$ cat config.mk
export PLATFORM = sky130hd
export DESIGN_NAME = run_ctrl_flat
export DESIGN_NICKNAME = d
export VERILOG_FILES = /design/src/rtl/run_ctrl_if.sv /design/src/rtl/run_ctrl.sv /design/src/flat_wrapper.sv
export SDC_FILE = /design/constraint.sdc
export NUM_CORES = 1
export LEC_CHECK = 0
export CAP_MARGIN = 20
export CORE_UTILIZATION = 35
export DETAILED_ROUTE_END_ITERATION = 16
export PLACE_DENSITY = 0.56
export SETUP_SLACK_MARGIN = 0.2
export SLEW_MARGIN = 20
export SYNTH_ARGS = -nofsm -noshare
export SYNTH_HDL_FRONTEND = slang
export SYNTH_SLANG_ARGS = --single-unit
$ cat constraint.sdc
create_clock -name clk -period 2.1 [get_ports clk]
set_input_delay 0.21 -clock clk [delete_from_list [all_inputs] [get_ports clk]]
set_output_delay 0.21 -clock clk [all_outputs]
set_load 0.01 [all_outputs]
$ cat src/rtl/run_ctrl_if.sv
// Handshake bundle between a run requester and the run_ctrl sequencer.
// Latency: none, this is wiring only.
// Backpressure: none; the req/done four-phase handshake provides the flow control.
// Ports: req/core_done come from the host/core side (master);
//        core_rst/run/done/timeout/cycle_cnt are produced by run_ctrl (slave).
interface run_ctrl_if #(
  parameter int CNT_W = 16
);
  logic             req;
  logic             core_done;
  logic             core_rst;
  logic             run;
  logic             done;
  logic             timeout;
  logic [CNT_W-1:0] cycle_cnt;

  modport master (
    output req, core_done,
    input  core_rst, run, done, timeout, cycle_cnt
  );

  modport slave (
    input  req, core_done,
    output core_rst, run, done, timeout, cycle_cnt
  );
endinterface

$ cat src/rtl/run_ctrl.sv
// Sequences one processor run: park core in reset, release it, count cycles, report done/timeout.
// Latency: req rise -> run rise is RST_CYC+1 cycles; core_done sampled -> done rise is 1 cycle.
// Backpressure: four-phase req/done handshake; done holds until req drops, req low aborts a run.
// Ports: clk, reset (async active-low), bus (run_ctrl_if.slave):
//        req, core_done in; core_rst, run, done, timeout, cycle_cnt out.
module run_ctrl #(
  parameter int          CNT_W   = 16,
  parameter int          RST_CYC = 2,
  parameter int unsigned MAX_CYC = 16'hFFFF
) (
  input  logic       clk,
  input  logic       reset,
  run_ctrl_if.slave  bus
);

  typedef enum logic [1:0] {
    S_IDLE   = 2'd0,
    S_RESET  = 2'd1,
    S_RUN    = 2'd2,
    S_FINISH = 2'd3
  } state_t;

  // Last value of the reset-hold counter before moving to RUN.
  localparam logic [3:0]       RST_LAST = 4'(RST_CYC - 1);
  localparam logic [CNT_W-1:0] CNT_MAX  = CNT_W'(MAX_CYC);

  state_t           state_q, state_d;
  logic [CNT_W-1:0] cnt_q, cnt_d;
  logic [3:0]       rst_cnt_q, rst_cnt_d;
  logic             timeout_q, timeout_d;
  logic [CNT_W-1:0] cnt_inc;

  // State register
  always_ff @(posedge clk or negedge reset) begin
    if (!reset) begin
      state_q   <= S_IDLE;
      cnt_q     <= '0;
      rst_cnt_q <= '0;
      timeout_q <= 1'b0;
    end else begin
      state_q   <= state_d;
      cnt_q     <= cnt_d;
      rst_cnt_q <= rst_cnt_d;
      timeout_q <= timeout_d;
    end
  end

  // Next-state logic
  always_comb begin
    state_d   = state_q;
    cnt_d     = cnt_q;
    rst_cnt_d = rst_cnt_q;
    timeout_d = timeout_q;
    cnt_inc   = cnt_q + CNT_W'(1);

    unique case (state_q)
      S_IDLE: begin
        if (bus.req) begin
          state_d   = S_RESET;
          cnt_d     = '0;
          rst_cnt_d = '0;
          timeout_d = 1'b0;
        end
      end

      S_RESET: begin
        if (!bus.req) begin
          state_d = S_IDLE;
        end else if (rst_cnt_q == RST_LAST) begin
          state_d = S_RUN;
        end else begin
          rst_cnt_d = rst_cnt_q + 4'd1;
        end
      end

      S_RUN: begin
        // Every RUN cycle is counted, including the one that ends the run.
        // The budget check exits exactly at CNT_MAX, so the counter cannot wrap.
        cnt_d = cnt_inc;
        if (!bus.req) begin
          state_d = S_IDLE;
        end else if (bus.core_done) begin
          state_d = S_FINISH;
        end else if (cnt_inc == CNT_MAX) begin
          state_d   = S_FINISH;
          timeout_d = 1'b1;
        end
      end

      S_FINISH: begin
        if (!bus.req) begin
          state_d = S_IDLE;
        end
      end

      default: begin
        state_d = S_IDLE;
      end
    endcase
  end

  // Output decode: outputs depend only on flops, never on inputs.
  always_comb begin
    bus.core_rst  = (state_q != S_RUN);
    bus.run       = (state_q == S_RUN);
    bus.done      = (state_q == S_FINISH);
    bus.timeout   = timeout_q;
    bus.cycle_cnt = cnt_q;
  end

endmodule

$ cat src/flat_wrapper.sv
// flat-port wrapper written by rule: the top's interface ports become plain ports
module run_ctrl_flat 
#(
  parameter int          CNT_W   = 16,
  parameter int          RST_CYC = 2,
  parameter int unsigned MAX_CYC = 16'hFFFF
)
  (clk, reset, bus_req, bus_core_done, bus_core_rst, bus_run, bus_done, bus_timeout, bus_cycle_cnt);
  run_ctrl_if #(.CNT_W(CNT_W)) bus_i ();
  input  logic clk;
  input  logic reset;
  input wire logic [$bits(bus_i.req)-1:0] bus_req;
  input wire logic [$bits(bus_i.core_done)-1:0] bus_core_done;
  output wire logic [$bits(bus_i.core_rst)-1:0] bus_core_rst;
  output wire logic [$bits(bus_i.run)-1:0] bus_run;
  output wire logic [$bits(bus_i.done)-1:0] bus_done;
  output wire logic [$bits(bus_i.timeout)-1:0] bus_timeout;
  output wire logic [$bits(bus_i.cycle_cnt)-1:0] bus_cycle_cnt;
  assign bus_i.req = bus_req;
  assign bus_i.core_done = bus_core_done;
  assign bus_core_rst = bus_i.core_rst;
  assign bus_run = bus_i.run;
  assign bus_done = bus_i.done;
  assign bus_timeout = bus_i.timeout;
  assign bus_cycle_cnt = bus_i.cycle_cnt;
  run_ctrl #(.CNT_W(CNT_W), .RST_CYC(RST_CYC), .MAX_CYC(MAX_CYC)) u_core (.clk(clk), .reset(reset), .bus(bus_i));
endmodule
==> summary.md, run 1 <==
| Metric | Value |
|---|---|
| Status | `finished, final reports clean` |
| Vias in the first global route | `1,218` |
| Die Wd | `65.90 µm` |
| # DRC | `0` |
| Top-area cell type share of the netlist area | `0.4028` |
| Placer Congestion | `0.8594` |
| Yosys reg bits | `23` |
| Internal Power | `0.8225 mW` |
| R2R cell count | `7` |
| Multi-input logic area | `838.3 µm²` |
| Filler cells | `372` |
| Sw Share | `0.3381` |
| Largest family of logic cells by synthesized area | `simple AND/OR/NAND/NOR gates` |
| Total vias in the final route | `1,339` |
| Cell Rows | `22` |
| Combinational share of power | `0.298` |
| Num CTS Buffers | `3` |
| Tcrit/Tclk final | `0.8821` |
| First-pass GRT wire length | `5775 µm` |
| EDFF count, synth | `0` |
| Crit Path Category | `reg -> out` |
| Placed wire-length estimate | `2406 µm` |
| Sink Count | `23` |
| Mux cell area share after synthesis | `0.007005` |
| Initial Util | `0.3762` |
| Critical Path RT | `1.89 ns` |
| Final WL | `3457 µm` |
| Layout Nets | `206` |
| Switching power | `0.4201 mW` |
| Part of the power in registers | `0.478` |
| Most frequent cells in the layout | `clkdlybuf4s50_1, o21ai_0, nand2_1, nor2_1, dfrtp_1` |
| Reg2Reg Setup Slack | `0.33 ns` |
| H-tree Lvls | `1` |
| Simple-gate share of the synthesized area | `0.2916` |
| Area contributors post-synth | `dfrtp_1, o21ai_0, nand2_1, nor2_1, ha_1` |
| Least-Margin Pin Slew | `0.7000 ns` |
| Area Growth Syn to Fin | `29.77%` |
| Ys async rst share | `1.000` |
| RSZ-0062 raised after global routing | `true` |
| Mapped Area | `1429 µm²` |
| Via/cell ratio | `5.465` |
| Top delay family on crit path | `buffers and inverters` |
| Endpoints failing setup | `0` |
| Overflow after GRT | `0` |
| Largest net degree at the start of global routing | `24` |
| Clk Latency, worst-skew pair | `0.26 ns` |
| I/O Buffers | `23` |
| Worst reg2reg startpoint | `u_core.bus.cycle_cnt[1]$_DFFE_PN0P_` |
| Power Dens Cells | `670.1 nW/µm²` |
| Core footprint | `3799 µm²` |
| Clock power frac | `0.224` |
| Die area | `4342 µm²` |
| Longest Clk Path Bufs | `2` |
| Synth Area in Compound Gates | `0.2005` |
| Synth Area in Adders | `0.03503` |
| Cell accounting for the most synthesized area | `dfrtp_1` |
| Ant diodes | `0` |
| DRT Pass-1 Iters | `4` |
| Cells after Synth | `165` |
| FF-to-FF End | `u_core.state_q[0]$_DFFE_PN0P_` |
| Initial antenna violation count | `0` |
| ANT nets after route | `0` |
| CTS root buf | `clkbuf_8` |
| CP arrival | `1.64 ns` |
| Max-Cap Viols | `0` |
| Hold-fix buffers, CTS | `0` |
| FF+latch area | `583.1 µm²` |
| Die Ht | `65.90 µm` |
| Clk slew on worst S/H paths | `0.08 ns` |
| CP endpoint kind | `output pin` |
| Post-synth cell types | `42` |
| First DRT Iteration DRCs | `79` |
| CTS tree | `done` |
| Syn nets | `173` |
| Share of layout cells above drive strength 1 | `0.1624` |
| Min Tclk post-route | `1.852 ns` |
| Synth Area per Inst | `8.660 µm²` |
| Tot GR Track Use | `0.1731` |
| P_leak | `0.7731 nW` |
| Final Hold Fails | `0` |
| YS warnings | `0` |
| Slowest stage cell, crit path | `clkdlybuf4s50_1` |
| Crit-path cells | `nand2b_1, inv_2, clkdlybuf4s50_1` |
| Ports | `24` |
| Slowest stage delay, CP | `0.53 ns` |
| Worst hold path class | `in -> async` |
| Fin. max-slew vios | `0` |
| Ys flop type | `dfrtp_1` |
| Worst vdd ir | `0.3710 mV` |
| CP startpoint kind | `flop` |
| TNS Setup | `0 ns` |
| Clk_skew | `0.004254 ns` |
| CP bufs+invs | `2` |
| Avg WL per Cell | `14.11 µm` |
| Post-Synth XOR/XNOR Area | `0.03590` |
| Fmax | `0.5398 GHz` |
| Slew headroom | `0.5330` |
| Most common cell after layout, fill and taps aside | `clkdlybuf4s50_1` |
| Power Total | `1.243 mW` |
| CP max FO | `11` |
| Sequential element share of the synthesized area | `0.4028` |
power by group through the flow:
stage | clock network [mW] | registers (mW) | logic (mW)
2_1_floorplan | 0 | 0.573 | 0.210
3_3_place_gp | 0 | 0.586 | 0.319
3_5_place_dp | 0 | 0.592 | 0.327
4_1_cts | 0.292 | 0.587 | 0.331
5_1_grt | 0.311 | 0.607 | 0.412
6_report | 0.278 | 0.594 | 0.371
worst max path at each step:
stage,slack [ns],startpoint,end,cells past startpoint
after floorplan,0.31,u_core.bus.cycle_cnt[0]$_DFFE_PN0P_,u_core.bus.timeout$_DFFE_PN0P_,7
after global placement,0.14,u_core.bus.cycle_cnt[0]$_DFFE_PN0P_,u_core.bus.timeout$_DFFE_PN0P_,7
after detailed placement,0.12,u_core.bus.cycle_cnt[0]$_DFFE_PN0P_,u_core.state_q[0]$_DFFE_PN0P_,7
after CTS,0.22,u_core.bus.cycle_cnt[0]$_DFFE_PN0P_,u_core.state_q[0]$_DFFE_PN0P_,7
after global routing,0.16,u_core.bus.cycle_cnt[2]$_DFFE_PN0P_,u_core.state_q[0]$_DFFE_PN0P_,6
final,0.25,u_core.state_q[0]$_DFFE_PN0P_,bus_run,3
synthesized netlist by cell type, drive strengths merged (2+ instances only):
| master | instances |
|---|---|
| a21oi | 5 |
| o41ai | 2 |
| nor3 | 3 |
| dfrtp | 23 |
| inv | 3 |
| and2 | 3 |
| o21ai | 29 |
| ha | 4 |
| o21a | 2 |
| and3 | 2 |
| or2 | 2 |
| nand2 | 18 |
| nor4 | 3 |
| xnor2 | 3 |
| nor2 | 19 |
| nand4 | 5 |
| a41oi | 2 |
| nor3b | 3 |
| nand3 | 7 |
| a22o | 3 |
| clkbuf | 5 |
| xor2 | 2 |
| nand2b | 5 |
area by class of cell:
class                      count  area share
timing repair buffer          34      0.1687
inverter                       4    0.008097
multi-input combinational    132      0.4521
clock buffer                   4     0.02429
tap                           48     0.03239
sequential                    23      0.3144
logic make-up after synthesis:
kind of cell,count (synthesis)
buffers and inverters,10
adders and majority gates,4
AOI/OAI and AO/OA,48
and+or+nand+nor,74
muxes,1
xor gates and xnor gates,5
DFF,23
repair_timing:
| action | 4_1_cts | 5_1_grt |
|---|---|---|
| gates resized for setup | 3 | 6 |
| endpoints found under the setup margin | 3 | 5 |
| buffers inserted | 1 | 5 |
| pin swaps | 1 | 2 |
stage by stage:
stage | hold slack, ns | util | instances | worst slack (ns) | cell area (µm²)
after floorplan | -0.08559 | - | 165 | 0.3068 | 1429
after global placement | 0.4941 | 0.4562 | 235 | 0.1369 | 1733
after detailed placement | 0.5063 | 0.4562 | 235 | 0.1184 | 1733
after CTS | 0.3034 | 0.4713 | 240 | 0.2156 | 1790
after global routing | 0.3143 | 0.4881 | 245 | 0.1566 | 1854
final | 0.2919 | 0.4881 | 245 | 0.2476 | 1854
flip-flops by register name, indices dropped and copies added (netlist names):
| register | flops |
|---|---|
| u_core.bus.cycle_cnt | 16 |
| u_core.rst_cnt_q | 4 |
| u_core.bus.timeout | 1 |
| u_core.state_q | 2 |
per-layer routing:
metal,share of wire,GRT usage,routed length (µm),vias to the layer above
met5,0,0,0,-
met3,0.051,0.03621,177,6
met4,0.014,0.04891,50,0
met1,0.50,0.2471,1733,638
li1,-,-,-,656
met2,0.43,0.2602,1496,39
(Power assumes the default switching activity.)
==> run 2: changes to the inputs <==
Settings changed: HOLD_SLACK_MARGIN from default to 0.02.
==> results of run 2 <==
The final DEF is identical to that of run 1; final timing and power are the same.
==> run 3: changes to the inputs <==
Settings changed: CORE_MARGIN from default to 3, TNS_END_PERCENT from default to 50.
==> run 3 against run 2 <==
Net effect: sequential power grew 0.7%; clock-buffer cell count stayed put; design area is 2.2% lower; routed wire length is 0.40% lower; critical path type unchanged.
==> summary.md, run 3 (synthesis results as in run 1) <==
| Metric | Value |
|---|---|
| CP max FO | `11 (unchanged)` |
| Most frequent cells in the layout | `clkdlybuf4s50_1, o21ai_0, nor2_1 (was clkdlybuf4s50_1, o21ai_0, nand2_1, nor2_1, dfrtp_1)` |
| CP endpoint kind | `output pin (unchanged)` |
| Power Total | `1.213 mW (was 1.243 mW)` |
| CTS root buf | `clkbuf_8 (unchanged)` |
| Share of layout cells above drive strength 1 | `0.1510 (was 0.1624)` |
| Worst reg2reg startpoint | `u_core.bus.cycle_cnt[4]$_DFFE_PN0P_ (was u_core.bus.cycle_cnt[1]$_DFFE_PN0P_)` |
| FF-to-FF End | `u_core.state_q[0]$_DFFE_PN0P_ (unchanged)` |
| Setup WS post-layout | `0.2656 ns (was 0.2476 ns)` |
| Worst hold path class | `in -> async (unchanged)` |
| Via/cell ratio | `5.525 (was 5.465)` |
| Final Hold Fails | `0 (unchanged)` |
| H-tree Lvls | `1 (unchanged)` |
| Tot GR Track Use | `0.1477 (was 0.1731)` |
| Slowest stage delay, CP | `0.53 ns (about the same)` |
| Slowest stage cell, crit path | `clkdlybuf4s50_1 (unchanged)` |
| Initial Util | `0.3762 (unchanged)` |
| # DRC | `0 (unchanged)` |
| Endpoints failing setup | `0 (unchanged)` |
| Sink Count | `23 (unchanged)` |
| Tcrit/Tclk final | `0.8735 (was 0.8821)` |
| DRT Pass-1 Iters | `4 (unchanged)` |
| CP startpoint kind | `flop (unchanged)` |
| TNS Setup | `0 ns (unchanged)` |
| Clk_skew | `0.004089 ns (was 0.004254 ns)` |
| Ports | `24 (unchanged)` |
| Pre-CTS WS | `0.1318 ns (was 0.1184 ns)` |
| Layout Nets | `201 (was 206)` |
| Worst vdd ir | `0.4219 mV (was 0.3710 mV)` |
| Reg2Reg Setup Slack | `0.34 ns (was 0.33 ns)` |
| Cell Rows | `22 (unchanged)` |
| R2R cell count | `6 (was 7)` |
| Hold-fix buffers, CTS | `0 (unchanged)` |
| Ant diodes | `0 (unchanged)` |
| Clk slew on worst S/H paths | `0.09 ns (was 0.08 ns)` |
| Die Ht | `69.90 µm (was 65.90 µm)` |
| Final WL | `3443 µm (was 3457 µm)` |
| Vias in the first global route | `1,258 (was 1,218)` |
| Fin cells | `240 (was 245)` |
| Largest net degree at the start of global routing | `24 (unchanged)` |
| Overflow after GRT | `0 (unchanged)` |
| Clk Latency, worst-skew pair | `0.26 ns (about the same)` |
| Min Tclk post-route | `1.834 ns (was 1.852 ns)` |
| Fin. max-slew vios | `0 (unchanged)` |
| Least-Margin Pin Slew | `0.6292 ns (was 0.7000 ns)` |
| Critical Path RT | `1.89 ns (about the same)` |
| Max-Cap Viols | `0 (unchanged)` |
| Fmax | `0.5451 GHz (was 0.5398 GHz)` |
| P_leak | `0.7468 nW (was 0.7731 nW)` |
| Status | `finished, final reports clean (unchanged)` |
| Placer Congestion | `0.8168 (was 0.8594)` |
| I/O Buffers | `23 (unchanged)` |
| Die Wd | `69.90 µm (was 65.90 µm)` |
| Longest Clk Path Bufs | `2 (unchanged)` |
| ANT nets after route | `0 (unchanged)` |
| Num CTS Buffers | `3 (unchanged)` |
| Core footprint | `3799 µm² (unchanged)` |
| CTS tree | `done (unchanged)` |
| Crit-path cells | `nand2b_1, inv_2, clkdlybuf4s50_1 (unchanged)` |
| Die area | `4885 µm² (was 4342 µm²)` |
| CP arrival | `1.62 ns (was 1.64 ns)` |
| Final instance area | `1813 µm² (was 1854 µm²)` |
| Placed cell areas | `1733 µm² (unchanged)` |
| Placed insts | `235 (unchanged)` |
| Total vias in the final route | `1,326 (was 1,339)` |
| Most common cell after layout, fill and taps aside | `clkdlybuf4s50_1 (unchanged)` |
| RSZ-0062 raised after global routing | `true (unchanged)` |
| First-pass GRT wire length | `5899 µm (was 5775 µm)` |
| Placed wire-length estimate | `2445 µm (was 2406 µm)` |
| First DRT Iteration DRCs | `82 (was 79)` |
| Power Dens Cells | `669.2 nW/µm² (was 670.1 nW/µm²)` |
| Area Growth Syn to Fin | `26.88% (was 29.77%)` |
| Initial antenna violation count | `0 (unchanged)` |
| Crit Path Category | `reg -> out (unchanged)` |
| Slew headroom | `0.5802 (was 0.5330)` |
| Avg WL per Cell | `14.35 µm (was 14.11 µm)` |
| Number of flip-flops in the largest register | `16 (unchanged)` |
run 3: stage by stage:
step,util,hold slack [ns]
CTS,0.4694,0.3104
global route,0.4773,0.3327
detailed placement,0.4562,0.4962
global placement,0.4562,0.4942
finish,0.4773,0.3012
floorplan,-,-0.08559
run 3: worst max-delay path, delay by kind of cell (launching register included):
| family | cells | cell delay, ns |
|---|---|---|
| buffers and inverters | 2 | 0.64 |
| flip-flops | 1 | 0.48 |
| AND/OR/NAND/NOR | 1 | 0.24 |
run 3: per-layer routing:
layer / GRT usage / part of all wire
met1: 0.2135 / 0.51
met2: 0.2246 / 0.44
met3: 0.02302 / 0.038
met4: 0.04681 / 0.0087
met5: 0 / 0
run 3: how the worst max path moves through the flow:
stage	startpoint	endpoint	slack, ns	cells past startpoint
after floorplan	u_core.bus.cycle_cnt[0]$_DFFE_PN0P_	u_core.bus.timeout$_DFFE_PN0P_	0.31	7
after global placement	u_core.bus.cycle_cnt[0]$_DFFE_PN0P_	u_core.bus.timeout$_DFFE_PN0P_	0.14	7
after detailed placement	bus_req	u_core.bus.cycle_cnt[11]$_DFFE_PN0P_	0.13	4
after CTS	u_core.bus.cycle_cnt[0]$_DFFE_PN0P_	u_core.state_q[0]$_DFFE_PN0P_	0.21	7
after global routing	u_core.bus.cycle_cnt[4]$_DFFE_PN0P_	u_core.state_q[0]$_DFFE_PN0P_	0.16	6
final	u_core.state_q[0]$_DFFE_PN0P_	bus_run	0.27	3
run 3: where the power goes:
part | switching, mW | internal (mW) | leakage [nW]
combinational | 0.173 | 0.160 | 0.419
sequential | 0.0968 | 0.501 | 0.305
clock | 0.147 | 0.136 | 0.0228
total | 0.417 | 0.797 | 0.747
run 3: what timing repair did:
item / 4_1_cts / 5_1_grt
gates resized for setup: 3 / 7
endpoints found under the setup margin: 3 / 5
pin swaps: 1 / 4
buffers inserted: 0 / 1
run 3: final cells by class:
type / count / area [µm²]
clock buffer: 4 / 45.04
sequential: 23 / 584.3
multi-input combinational: 132 / 833.3
inverter: 4 / 15.01
fill: 386 / 1986
tap: 48 / 60.06
timing repair buffer: 29 / 275.3
